[src/rtl/hdc_deadlock_detector_if.sv]
// ----------------------------------------------------------------------------
// hdc_deadlock_detector_if
// Bundles the per-stream status flags produced by the kernel monitor top and
// consumed by the deadlock detector.
//   axis_block_sigs [N_AXIS] : 1 = channel i is stalled on its AXIS handshake
//   inst_idle_sigs  [N_AXIS] : 1 = sub-instance owning channel i is idle
//   inst_block_sigs [N_INST] : 1 = instance-level block (any bit counts)
// Modports: master drives the flags (monitor side), slave samples them
// (detector side).
// ----------------------------------------------------------------------------
interface hdc_deadlock_detector_if #(
   parameter int N_AXIS = 4,
   parameter int N_INST = 1
) ();
   logic [N_AXIS-1:0] axis_block_sigs;
   logic [N_AXIS-1:0] inst_idle_sigs;
   logic [N_INST-1:0] inst_block_sigs;

   modport master (
      output axis_block_sigs,
      output inst_idle_sigs,
      output inst_block_sigs
   );

   modport slave (
      input axis_block_sigs,
      input inst_idle_sigs,
      input inst_block_sigs
   );
endinterface

[src/rtl/hdc_deadlock_detector.sv]
// ----------------------------------------------------------------------------
// hdc_deadlock_detector
// Declares the kernel deadlocked once every active stream (or an instance-level
// block) has been stuck for THRESH consecutive cycles.
//   kernel_monitor_clock : sole clock, rising edge
//   kernel_monitor_reset : asynchronous, active-low reset
//   monitor_clear        : synchronous clear of FSM, counters and captures
//   mon                  : status flags from the kernel monitor (slave modport)
//   block                : 1 while in BLOCK state (registered)
//   block_rise           : one-cycle pulse on entry to BLOCK
//   block_fall           : one-cycle pulse on exit from BLOCK to RUN
//   first_chan           : lowest-index stuck active channel captured on entry
//   inst_caused          : 1 if an instance block was present on entry
//   block_count          : number of BLOCK entries, saturating
// ----------------------------------------------------------------------------
module hdc_deadlock_detector #(
   parameter int N_AXIS = 4,
   parameter int N_INST = 1,
   parameter int THRESH = 8,
   parameter int CNT_W  = 8,
   parameter int IDX_W  = 2
) (
   input  logic                  kernel_monitor_clock,
   input  logic                  kernel_monitor_reset,
   input  logic                  monitor_clear,
   hdc_deadlock_detector_if.slave mon,
   output logic                  block,
   output logic                  block_rise,
   output logic                  block_fall,
   output logic [IDX_W-1:0]      first_chan,
   output logic                  inst_caused,
   output logic [CNT_W-1:0]      block_count
);

   localparam int CW = $clog2(THRESH + 1);

   localparam logic [1:0] ST_RUN     = 2'd0;
   localparam logic [1:0] ST_SUSPECT = 2'd1;
   localparam logic [1:0] ST_BLOCK   = 2'd2;

   localparam logic [CW-1:0]    CNT_ZERO  = {CW{1'b0}};
   localparam logic [CW-1:0]    CNT_ONE   = CW'(1);
   localparam logic [CW-1:0]    CNT_LAST  = CW'(THRESH - 1);
   localparam logic [CNT_W-1:0] BCNT_ZERO = {CNT_W{1'b0}};
   localparam logic [CNT_W-1:0] BCNT_ONE  = CNT_W'(1);
   localparam logic [CNT_W-1:0] BCNT_MAX  = {CNT_W{1'b1}};
   localparam logic [IDX_W-1:0] IDX_ZERO  = {IDX_W{1'b0}};

   logic [1:0]        state_r;
   logic [1:0]        state_nxt_s;
   logic [CW-1:0]     cnt_r;
   logic [CW-1:0]     cnt_nxt_s;
   logic [N_AXIS-1:0] active_s;
   logic [N_AXIS-1:0] stuck_s;
   logic              cond_s;
   logic              enter_s;
   logic              exit_s;

   // Lowest set bit index; 0 when nothing is set (instance-only cause).
   function automatic logic [IDX_W-1:0] lowest_set(input logic [N_AXIS-1:0] v);
      logic [IDX_W-1:0] idx;
      idx = IDX_ZERO;
      for (int i = N_AXIS - 1; i >= 0; i--) begin
         if (v[i]) begin
            idx = IDX_W'(i);
         end else begin
            idx = idx;
         end
      end
      return idx;
   endfunction

   // Deadlock condition: all active channels stuck (and at least one active),
   // or any instance-level block. Idle channels are masked out.
   always_comb begin
      active_s = ~mon.inst_idle_sigs;
      stuck_s  = active_s & mon.axis_block_sigs;
      cond_s   = ((|active_s) & (&(stuck_s | ~active_s))) | (|mon.inst_block_sigs);
   end

   // Next-state / stuck-cycle counter logic.
   always_comb begin
      state_nxt_s = state_r;
      cnt_nxt_s   = cnt_r;
      case (state_r)
         ST_RUN: begin
            if (cond_s) begin
               state_nxt_s = ST_SUSPECT;
               cnt_nxt_s   = CNT_ONE;
            end else begin
               cnt_nxt_s   = CNT_ZERO;
            end
         end
         ST_SUSPECT: begin
            if (!cond_s) begin
               state_nxt_s = ST_RUN;
               cnt_nxt_s   = CNT_ZERO;
            end else if (cnt_r == CNT_LAST) begin
               // cnt counts edges already seen with cond=1; this is the THRESH-th.
               state_nxt_s = ST_BLOCK;
            end else begin
               cnt_nxt_s   = cnt_r + CNT_ONE;
            end
         end
         ST_BLOCK: begin
            if (!cond_s) begin
               state_nxt_s = ST_RUN;
               cnt_nxt_s   = CNT_ZERO;
            end else begin
               state_nxt_s = ST_BLOCK;
            end
         end
         default: begin
            state_nxt_s = ST_RUN;
            cnt_nxt_s   = CNT_ZERO;
         end
      endcase
      enter_s = (state_r != ST_BLOCK) && (state_nxt_s == ST_BLOCK);
      exit_s  = (state_r == ST_BLOCK) && (state_nxt_s == ST_RUN);
   end

   // FSM state and counter registers.
   always_ff @(posedge kernel_monitor_clock or negedge kernel_monitor_reset) begin
      if (!kernel_monitor_reset) begin
         state_r <= ST_RUN;
         cnt_r   <= CNT_ZERO;
      end else if (monitor_clear) begin
         state_r <= ST_RUN;
         cnt_r   <= CNT_ZERO;
      end else begin
         state_r <= state_nxt_s;
         cnt_r   <= cnt_nxt_s;
      end
   end

   // Registered status flags; a clear suppresses block_fall.
   always_ff @(posedge kernel_monitor_clock or negedge kernel_monitor_reset) begin
      if (!kernel_monitor_reset) begin
         block      <= 1'b0;
         block_rise <= 1'b0;
         block_fall <= 1'b0;
      end else if (monitor_clear) begin
         block      <= 1'b0;
         block_rise <= 1'b0;
         block_fall <= 1'b0;
      end else begin
         block      <= (state_nxt_s == ST_BLOCK);
         block_rise <= enter_s;
         block_fall <= exit_s;
      end
   end

   // Entry captures and saturating entry counter.
   always_ff @(posedge kernel_monitor_clock or negedge kernel_monitor_reset) begin
      if (!kernel_monitor_reset) begin
         first_chan  <= IDX_ZERO;
         inst_caused <= 1'b0;
         block_count <= BCNT_ZERO;
      end else if (monitor_clear) begin
         first_chan  <= IDX_ZERO;
         inst_caused <= 1'b0;
         block_count <= BCNT_ZERO;
      end else if (enter_s) begin
         first_chan  <= lowest_set(stuck_s);
         inst_caused <= |mon.inst_block_sigs;
         if (block_count != BCNT_MAX) begin
            block_count <= block_count + BCNT_ONE;
         end else begin
            block_count <= block_count;
         end
      end else begin
         first_chan  <= first_chan;
         inst_caused <= inst_caused;
         block_count <= block_count;
      end
   end

endmodule
[src/flat_wrapper.sv]
// flat-port wrapper written by rule: the top's interface ports become plain ports
module hdc_deadlock_detector_flat 
#(
   parameter int N_AXIS = 4,
   parameter int N_INST = 1,
   parameter int THRESH = 8,
   parameter int CNT_W  = 8,
   parameter int IDX_W  = 2
)
  (kernel_monitor_clock, kernel_monitor_reset, monitor_clear, block, block_rise, block_fall, first_chan, inst_caused, block_count, mon_axis_block_sigs, mon_inst_idle_sigs, mon_inst_block_sigs);
  hdc_deadlock_detector_if #(.N_AXIS(N_AXIS), .N_INST(N_INST)) mon_i ();
  input  logic kernel_monitor_clock;
  input  logic kernel_monitor_reset;
  input  logic monitor_clear;
  output logic block;
  output logic block_rise;
  output logic block_fall;
  output logic [IDX_W-1:0] first_chan;
  output logic inst_caused;
  output logic [CNT_W-1:0] block_count;
  input wire logic [$bits(mon_i.axis_block_sigs)-1:0] mon_axis_block_sigs;
  input wire logic [$bits(mon_i.inst_idle_sigs)-1:0] mon_inst_idle_sigs;
  input wire logic [$bits(mon_i.inst_block_sigs)-1:0] mon_inst_block_sigs;
  assign mon_i.axis_block_sigs = mon_axis_block_sigs;
  assign mon_i.inst_idle_sigs = mon_inst_idle_sigs;
  assign mon_i.inst_block_sigs = mon_inst_block_sigs;
  hdc_deadlock_detector #(.N_AXIS(N_AXIS), .N_INST(N_INST), .THRESH(THRESH), .CNT_W(CNT_W), .IDX_W(IDX_W)) u_core (.kernel_monitor_clock(kernel_monitor_clock), .kernel_monitor_reset(kernel_monitor_reset), .monitor_clear(monitor_clear), .mon(mon_i), .block(block), .block_rise(block_rise), .block_fall(block_fall), .first_chan(first_chan), .inst_caused(inst_caused), .block_count(block_count));
endmodule
[config.mk]
export PLATFORM = sky130hd
export DESIGN_NAME = hdc_deadlock_detector_flat
export DESIGN_NICKNAME = d
export VERILOG_FILES = /design/src/rtl/hdc_deadlock_detector_if.sv /design/src/rtl/hdc_deadlock_detector.sv /design/src/flat_wrapper.sv
export SDC_FILE = /design/constraint.sdc
export NUM_CORES = 1
export LEC_CHECK = 0
export CAP_MARGIN = 20
export CORE_MARGIN = 2
export CORE_UTILIZATION = 40
export DETAILED_ROUTE_END_ITERATION = 7
export HOLD_SLACK_MARGIN = 0.12
export PLACE_DENSITY = 0.7
export SYNTH_ARGS = -nofsm -noshare
export SYNTH_HDL_FRONTEND = slang
export SYNTH_SLANG_ARGS = --single-unit
[constraint.sdc]
create_clock -name kernel_monitor_clock -period 1.8 [get_ports kernel_monitor_clock]
set_input_delay 0.54 -clock kernel_monitor_clock [delete_from_list [all_inputs] [get_ports kernel_monitor_clock]]
set_output_delay 0.54 -clock kernel_monitor_clock [all_outputs]
set_load 0.03 [all_outputs]
; ---- After elaboration in Yosys (flattened, before gate mapping)
; Cells that the tools add are included.
[word_totals]
register_bits = 20
output_inout_bits = 14
[classes]
n_addsub = 2
n_eq_ne = 8
n_mux = 26
bitwise = 6
n_reduce_logical = 10
[op_table]
columns = op, n
row1 = 2-to-1 mux 8 bit, 3
row2 = 2-to-1 mux 2 bit, 11
row3 = 2-to-1 mux 4 bit, 4
row4 = case mux 4 bit (3 select lines), 1
row5 = adder 8 x 1 -> 8 bit (second input constant), 1
row6 = inequality test 8 bit (second input constant), 1
row7 = NOT 4 bit, 2
row8 = 2-to-1 mux 1 bit, 6
row9 = case mux 2 bit (3 select lines), 1
row10 = adder 4 x 1 -> 4 bit (second input constant), 1
row11 = AND 4 bit, 1
row12 = equality test 2 bit (second input constant), 2
row13 = equality test 4 x 3 -> 1 bit (second input constant), 1
row14 = logical NOT 2 bit, 2
row15 = inequality test 4 bit (second input constant), 1
row16 = bitwise OR 4 bit, 1
row17 = AND reduction 2 bit, 2
row18 = AND reduction 4 bit, 1
row19 = nonzero test 2 bit, 2
row20 = OR reduction 4 bit, 1
row21 = inequality test 3 bit (second input constant), 1
row22 = equality test 2 x 1 -> 1 bit (second input constant), 1
row23 = logical AND 1 bit, 2
row24 = inequality test 2 bit (second input constant), 1
row25 = 2 further kinds, 2

; ---- Depth between registers and ports, before layout
; Gate-level depths: netlist (run 1).
[logic_depth]
ltp_word = 12
depth_mapped = 6
depth_no_buf = 5

; ---- Worst setup path after synthesis (run 1)
; Ideal clock, no wire load.
[synth_timing]
path_kind = register to register
start = reg u_core.block_count[0]
end = reg u_core.block_count[6]
setup_ps = 77
arrival_ps = 1650
t_required_ps = 1723
slack_ps = 72
stages_incl_launch_ff = 6
synth_period_minus_slack_ps = 1728
cell_sequence = dfrtp_1 ha_1 nand3_2 o211ai_4 or4b_1 a21oi_1
[synth_via]
elab_chain_len = 4
elab_cells_between_ends = 7
cone_classes = add/sub (1) / eq/ne (1) / mux (3) / reduce/logical (2)
[synth_rtl]
columns = item, line
row1 = "start, declared", hdc_deadlock_detector.sv:32  ; output logic [CNT_W-1:0] block_count
row2 = "start signal, assigned", hdc_deadlock_detector.sv:167  ; block_count <= block_count + BCNT_ONE;
row3 = "start signal, assigned", hdc_deadlock_detector.sv:169  ; block_count <= block_count;
row4 = "start signal, assigned", hdc_deadlock_detector.sv:174  ; block_count <= block_count;
row5 = adder 8 x 1 -> 8 bit, hdc_deadlock_detector.sv:167
row6 = 2-to-1 mux 8 bit, hdc_deadlock_detector.sv:166  ; if (block_count != BCNT_MAX) begin
row7 = 2-to-1 mux 8 bit, hdc_deadlock_detector.sv:163  ; end else if (enter_s) begin
row8 = 2-to-1 mux 8 bit, hdc_deadlock_detector.sv:159  ; end else if (monitor_clear) begin
; Parallel ways exist; a longest one is shown, timed or not. The select of a mux whose other input is x is not followed.
; A chain may end at the register's enable or synchronous reset.

; ---- Worst setup path after layout (run 1)
[layout_timing]
start = reg u_core.cnt_r[1]
end = reg u_core.block_count[6]
[layout_via]
elab_chain_len = 8
[layout_rtl]
columns = item, line
row1 = "start, declared", hdc_deadlock_detector.sv:51  ; logic [CW-1:0] cnt_r;
row2 = "start signal, assigned", hdc_deadlock_detector.sv:132  ; cnt_r <= cnt_nxt_s;
row3 = equality test 4 x 3 -> 1 bit, hdc_deadlock_detector.sv:98  ; end else if (cnt_r == CNT_LAST) begin
row4 = 2-to-1 mux 2 bit, hdc_deadlock_detector.sv:98
row5 = 2-to-1 mux 2 bit, hdc_deadlock_detector.sv:95  ; if (!cond_s) begin
row6 = case mux 2 bit (3 select lines), hdc_deadlock_detector.sv:85  ; case (state_r)
row7 = equality test 2 bit, hdc_deadlock_detector.sv:118  ; enter_s = (state_r != ST_BLOCK) && (state_nxt_s == ST_BLOCK);
row8 = logical AND 1 bit, hdc_deadlock_detector.sv:118
row9 = nonzero test 2 bit (no line), n/a
row10 = AND reduction 2 bit (no line), n/a
; Every way passes these cells.

==> run summary, run 1 <==
Most frequent cell after synthesis -> dfrtp_1
Achievable Freq -> 582 MHz
R2r endpoint -> u_core.block_count[6]$_DFFE_PN0P_
Core Box Area -> 2710 sq um
Sequential share of the synthesized area -> 44.8%
Number of antenna violations at the first check in global routing -> 0
CP Launch Type -> flip-flop
Tot Pwr -> 952 uW
Post-layout util -> 59.6%
Arrival time at the worst endpoint -> 1.96 ns
Fin nets -> 176
# rows -> 19
Vias per cell -> 5.54
DR vias -> 1,064
Mapped cell area -> 1120 sq um
Syn-to-layout area delta -> 44.7%
Initial Util -> 41.2%
Mapped Cells -> 113
Root Buffer -> clkbuf_4
Synth top area share -> 44.8%
FF/Latch Area -> 500 sq um
Post-synth top cells -> dfrtp_1, a21oi_1, nor2_1
Slew at the pin with the worst max-slew slack -> 0.388 ns
Worst hold slack -> 0.517 ns
CP Capture Type -> flip-flop
Placed cell count -> 184
Clock Skew -> 0.00180 ns
Static leakage -> 0.000772 uW
Vias in the first global route -> 1,049
FILL cells -> 251
Gr usage total -> 18.5%
Total number of yosys warnings -> 0
Worst reg2reg path depth -> 5
VDD IR-drop max -> 0.336 mV
Critical R2R Launch -> u_core.cnt_r[1]$_DFFE_PN0P_
CTS buffer count -> 3
Ratio of cells with drive above 1 in the final layout -> 27.3%
DRC -> 0
Final Max Slew Viols -> 0
CTS Buffer Depth -> 2
First-pass GRT wire length -> 4750 um
Hold endpoint -> u_core.state_r[0]$_DFF_PN0_
Hold Fails Final Rpt -> 0
# setup viols final -> 0
Status -> complete, no violations
RD Place Congestion -> 0.793
Synthesized flop and latch total -> 20
Setup TNS -> 0 ns
Largest net degree at the start of global routing -> 21
Async set or reset register ratio after synthesis -> 100%
Worst min-delay path startpoint -> u_core.state_r[1]$_DFF_PN0_
Power per Cell Area -> 590 nW/um^2
Routed Antenna Nets -> 0
Final min period -> 1.72 ns
Die Height -> 56.8 um
Area of the multi-input gates -> 598 sq um
CTS sink cnt -> 20
Ant. Diodes -> 0
Die W -> 56.8 um
Max_cap viols -> 0
EDFF count, synth -> 0
Clock Latency Late Sink -> 0.30 ns
TritonCTS clock tree -> yes
CP Class -> flip-flop to flip-flop
Worst-path clk slew -> 0.12 ns
Unique cell type count in the Yosys netlist -> 37
Port Buf Inserts -> 25
H-Tree Level Count -> 1
Final std cells w/o fill -> 192
Synthesized Nets -> 127
FF-to-FF setup slack -> 0.08 ns
Worst Path Required -> 2.04 ns
1st-iter DRT viols -> 18
Hold Crit Depth -> 1
GRT overflow -> 0
Die area -> 3230 sq um
Period Utilization, post-route -> 95.4%
RSZ-0062 raised after global routing -> yes
Avg Cell Area, Syn -> 9.88 sq um
Drt pass-1 iters -> 4
Drt wl/cell -> 14.3 um
Relative slew slack -> 73.8%
Tightest Hold Check Type -> flip-flop to flip-flop
Top-Level Pins -> 26
Largest cells by area after synthesis -> dfrtp_1, a21oi_1, o31ai_1
CP Max Fanout -> 5
DP HPWL -> 2000 um
Final wirelength -> 2750 um
Cell type with the largest total area after synthesis -> dfrtp_1
Top_reg_cell synth -> dfrtp_1
## how the worst max path moves through the flow
stage | startpoint | to | slack, ns | cells past startpoint
5_1_grt | u_core.cnt_r[1]$_DFFE_PN0P_ | u_core.first_chan[1]$_DFFE_PN0P_ | -0.01 | 5
4_1_cts | u_core.cnt_r[1]$_DFFE_PN0P_ | u_core.first_chan[1]$_DFFE_PN0P_ | 0.07 | 5
6_report | u_core.cnt_r[1]$_DFFE_PN0P_ | u_core.block_count[6]$_DFFE_PN0P_ | 0.08 | 5
2_1_floorplan | u_core.block_count[0]$_DFFE_PN0P_ | u_core.block_count[6]$_DFFE_PN0P_ | 0.07 | 5
3_3_place_gp | mon_axis_block_sigs[3] | u_core.first_chan[1]$_DFFE_PN0P_ | -0.44 | 5
3_5_place_dp | mon_inst_idle_sigs[0] | u_core.block_count[6]$_DFFE_PN0P_ | -0.52 | 6
## power by group
| part | internal, uW | switching, uW |
|---|---|---|
| Sequential | 453 | 3.42 |
| Combinational | 63.9 | 61.9 |
| Clock | 225 | 145 |
## sequential cells by signal, indices dropped and copies added, names as in the netlist
| register | count |
|---|---|
| u_core.block | 1 |
| u_core.block_count | 8 |
| u_core.block_fall | 1 |
| u_core.block_rise | 1 |
| u_core.cnt_r | 4 |
| u_core.first_chan | 2 |
| u_core.inst_caused | 1 |
| u_core.state_r | 2 |
## timing repair
item,4_1_cts,5_1_grt
setup buffers,3,1
setup endpoints to repair,33,3
endpoints found under the hold margin,0,0
hold buffers,0,0
resized for setup,26,8
pin swaps,6,7
## routing by layer
layer	vias up	part of all wire (%)	global-route usage, %
met4	0	0	5.98
li1	519	-	-
met5	-	0	0
met2	24	51	32.7
met3	0	3.8	1.84
met1	521	45	23.7
## cell families (layout without fill, tap and decap cells)
| group | after synthesis | count (layout) | share of synthesized area (%) |
|---|---|---|---|
| xor gates and xnor gates | 1 | 1 | 0.785 |
| buffers and inverters | 9 | 57 | 5.16 |
| muxes | 2 | 2 | 1.91 |
| adders and majority gates | 2 | 2 | 2.24 |
| AOI/OAI and AO/OA | 37 | 37 | 23.4 |
| and+or+nand+nor | 42 | 42 | 21.6 |
| DFF | 20 | 20 | 44.8 |
## layout by cell type (no fill, tap or decap), drive strengths merged, types with 6 or more instances in the layout
master,synthesis,final
a21oi,11,11
nor2,7,7
dfrtp,20,20
o21ai,6,6
dlygate4sd2,0,22
buf,5,25
nand2,7,7
o31ai,6,6
## area by class of cell
class	count	area share, %
multi-input combinational	84	37.0
sequential	20	31.0
timing repair buffer	50	25.6
tap	31	2.40
clock inverter	1	1.86
clock buffer	3	1.39
inverter	3	0.697
## critical path: stages (launching register included)
cell and delay (ns):
dfrtp_1 0.42, ha_2 0.20, and3b_2 0.29, o211ai_4 0.12, or4b_4 0.49, a21oi_2 0.14
## through the flow
step                      cell area [sq um]  worst slack (ns)
after floorplan                        1120            0.0722
after CTS                              1580            0.0671
final                                  1620            0.0831
after global placement                 1520            -0.444
after global routing                   1620           -0.0113
after detailed placement               1520            -0.520
(Power assumes the default switching activity.)
==> run 2, diff against run 1 <==
--- a/config.mk
+++ b/config.mk
@@ -11,6 +11,7 @@
 export DETAILED_ROUTE_END_ITERATION = 7
 export HOLD_SLACK_MARGIN = 0.12
 export PLACE_DENSITY = 0.7
+export RECOVER_POWER = 25
 export SYNTH_ARGS = -nofsm -noshare
 export SYNTH_HDL_FRONTEND = slang
 export SYNTH_SLANG_ARGS = --single-unit
==> run 2 against run 1 <==
Against the previous run: via count rose by 0.38%; sequential cell count did not move; die area did not move; cell area fell by 0.23%; first-iteration DRC count rose by 33%; sequential share of layout area rose by 0.072 points; final cell count did not move; clock-buffer cell count did not move.
==> run summary, run 2 (same netlist as run 1, synthesis figures left out) <==
Status -> complete, no violations
Number of antenna violations at the first check in global routing -> 0 (unchanged)
Drt pass-1 iters -> 4 (unchanged)
GRT overflow -> 0 (unchanged)
DRC -> 0 (unchanged)
GR peak layer -> met2
Tightest Hold Check Type -> flip-flop to flip-flop
Final setup margin -> 0.0826 ns (-0.000492 ns)
Worst Setup SP -> u_core.cnt_r[1]$_DFFE_PN0P_
Gr usage total -> 18.5% (unchanged)
Root Buffer -> clkbuf_4
Achievable Freq -> 582 MHz (about the same)
Critical path depth -> 5 (unchanged)
Core Box Area -> 2710 sq um (unchanged)
Worst min-delay path startpoint -> u_core.state_r[1]$_DFF_PN0_
Ant. Diodes -> 0 (unchanged)
Die area -> 3230 sq um (unchanged)
Hold Fails Final Rpt -> 0 (unchanged)
1st-iter DRT viols -> 24 (+6)
RD Place Congestion -> 0.793 (unchanged)
CP Capture Type -> flip-flop
Worst hold slack -> 0.518 ns (+0.000174 ns)
Worst Path Required -> 2.04 ns (about the same)
Initial Util -> 41.2% (unchanged)
Ratio of cells with drive above 1 in the final layout -> 26.7% (-0.62 points)
Final std cells w/o fill -> 192 (unchanged)
Routing usage on met2 -> 32.7% (unchanged)
# rows -> 19 (unchanged)
M1 GR Usage -> 23.7% (unchanged)
CP Max Fanout -> 5 (unchanged)
Worst reg2reg path depth -> 5 (unchanged)
Most frequent cells in the layout -> buf_4, dlygate4sd2_1, dfrtp_1
Critical path's slowest cell -> or4b_4
Biggest registers after layout -> u_core.block_count: 8 flops, u_core.cnt_r: 4 flops
Max reg flops -> 8 (unchanged)
CTS Buffer Depth -> 2 (unchanged)
Power per Cell Area -> 590 nW/um^2 (about the same)
# setup viols final -> 0 (unchanged)
Largest Register -> u_core.block_count
CP Class -> flip-flop to flip-flop
Area after DPL -> 1520 sq um (unchanged)
Placed cell count -> 184 (unchanged)
GRT met3 Usage -> 1.84% (unchanged)
Setup Slack @ Placement -> -0.520 ns (unchanged)
DR vias -> 1,068 (+0.38%)
VDD IR-drop max -> 0.335 mV (-0.17%)
DP HPWL -> 2000 um (unchanged)
First-pass GRT wire length -> 4750 um (unchanged)
Final wirelength -> 2760 um (+0.51%)
Worst-path clk slew -> 0.12 ns (about the same)
Max_cap viols -> 0 (unchanged)
CP bufs+invs -> 0 (unchanged)
Final Max Slew Viols -> 0 (unchanged)
Clock Latency Late Sink -> 0.30 ns (about the same)
Post-route cell area -> 1610 sq um (-0.23%)
H-Tree Level Count -> 1 (unchanged)
Slew at the pin with the worst max-slew slack -> 1.08 ns (+0.690 ns)
CTS buffer count -> 3 (unchanged)
Routed Antenna Nets -> 0 (unchanged)
TritonCTS clock tree -> yes
Clock Skew -> 0.00308 ns (+0.00128 ns)
Vias in the first global route -> 1,049 (unchanged)
Fin nets -> 176 (unchanged)
Drt wl/cell -> 14.4 um (+0.51%)
Vias per cell -> 5.56 (+0.38%)
Port Buf Inserts -> 25 (unchanged)
Syn-to-layout area delta -> 44.4%
Commonest non-fill, non-tap cell in the layout -> buf_4
CP Launch Type -> flip-flop
Die Height -> 56.8 um (unchanged)
Final min period -> 1.72 ns (+0.000492 ns)
Arrival time at the worst endpoint -> 1.96 ns (about the same)
RSZ-0062 raised after global routing -> yes
Setup TNS -> 0 ns (unchanged)
Relative slew slack -> 28.2% (-46 points)
Static leakage -> 0.000769 uW (-0.47%)
Period Utilization, post-route -> 95.4% (about the same)
Largest net degree at the start of global routing -> 21 (unchanged)
Hold Crit Depth -> 1 (unchanged)
Critical path's top delay family -> simple AND/OR/NAND/NOR gates
Critical R2R Launch -> u_core.cnt_r[1]$_DFFE_PN0P_
CTS sink cnt -> 20 (unchanged)
Cells along the critical path -> ha_2, and3b_2, o211ai_4, or4b_4, a21oi_2
Die W -> 56.8 um (unchanged)
Top-Level Pins -> 26 (unchanged)
CP max stage delay -> 0.49 ns (about the same)
run 2: routing by layer:
layer	part of all wire (%)	vias to the layer above
met4	0	0
met2	52	17
met3	2.7	0
met5	0	-
li1	-	520
met1	45	531
run 2: through the flow:
stage | total power [uW] | util [%]
detailed placement | 583 | 56.0
global route | 986 | 59.5
global placement | 578 | 56.0
CTS | 959 | 58.2
floorplan | 515 | -
finish | 951 | 59.5
run 2: report_power, final:
| group | internal [uW] | switching (uW) |
|---|---|---|
| Sequential | 453 | 3.42 |
| Clock | 225 | 144 |
| Combinational | 62.9 | 62.3 |
| Total | 741 | 210 |
run 2: final timing paths:
check                                                         end  slack, ns
max in group asynchronous       u_core.block_count[0]$_DFFE_PN0P_       0.29
worst min-delay path                  u_core.state_r[0]$_DFF_PN0_       0.52
min in group asynchronous       u_core.block_count[1]$_DFFE_PN0P_       0.87
worst max register to register  u_core.block_count[6]$_DFFE_PN0P_       0.08
worst min register to register        u_core.state_r[0]$_DFF_PN0_       0.52
worst max-delay path            u_core.block_count[6]$_DFFE_PN0P_       0.08
run 2: worst register-to-register path, stage by stage (launching register included):
cell and delay (ns):
dfrtp_1 0.42, ha_2 0.20, and3b_2 0.29, o211ai_4 0.12, or4b_4 0.50, a21oi_2 0.14
run 2: timing repair:
| item | 4_1_cts | 5_1_grt |
|---|---|---|
| hold buffers | 0 | 0 |
| pin swaps | 6 | 7 |
| setup buffers | 3 | 1 |
| setup endpoints to repair | 33 | 3 |
| gates resized for setup | 26 | 8 |
run 2: cell type report:
type | instances | area (sq um)
repair buffers | 50 | 410
clock buffers | 3 | 22.5
clock inverters | 1 | 30.0
well taps | 31 | 38.8
fillers | 253 | 1100
multi-input cells | 84 | 598
flip-flops and latches | 20 | 500
inverters | 3 | 11.3
==> run 3, diff against run 2 <==
--- a/config.mk
+++ b/config.mk
@@ -12,6 +12,7 @@
 export HOLD_SLACK_MARGIN = 0.12
 export PLACE_DENSITY = 0.7
 export RECOVER_POWER = 25
+export SLEW_MARGIN = 20
 export SYNTH_ARGS = -nofsm -noshare
 export SYNTH_HDL_FRONTEND = slang
 export SYNTH_SLANG_ARGS = --single-unit
==> results of run 3 <==
The final DEF is identical to that of run 2; final timing and power are the same.
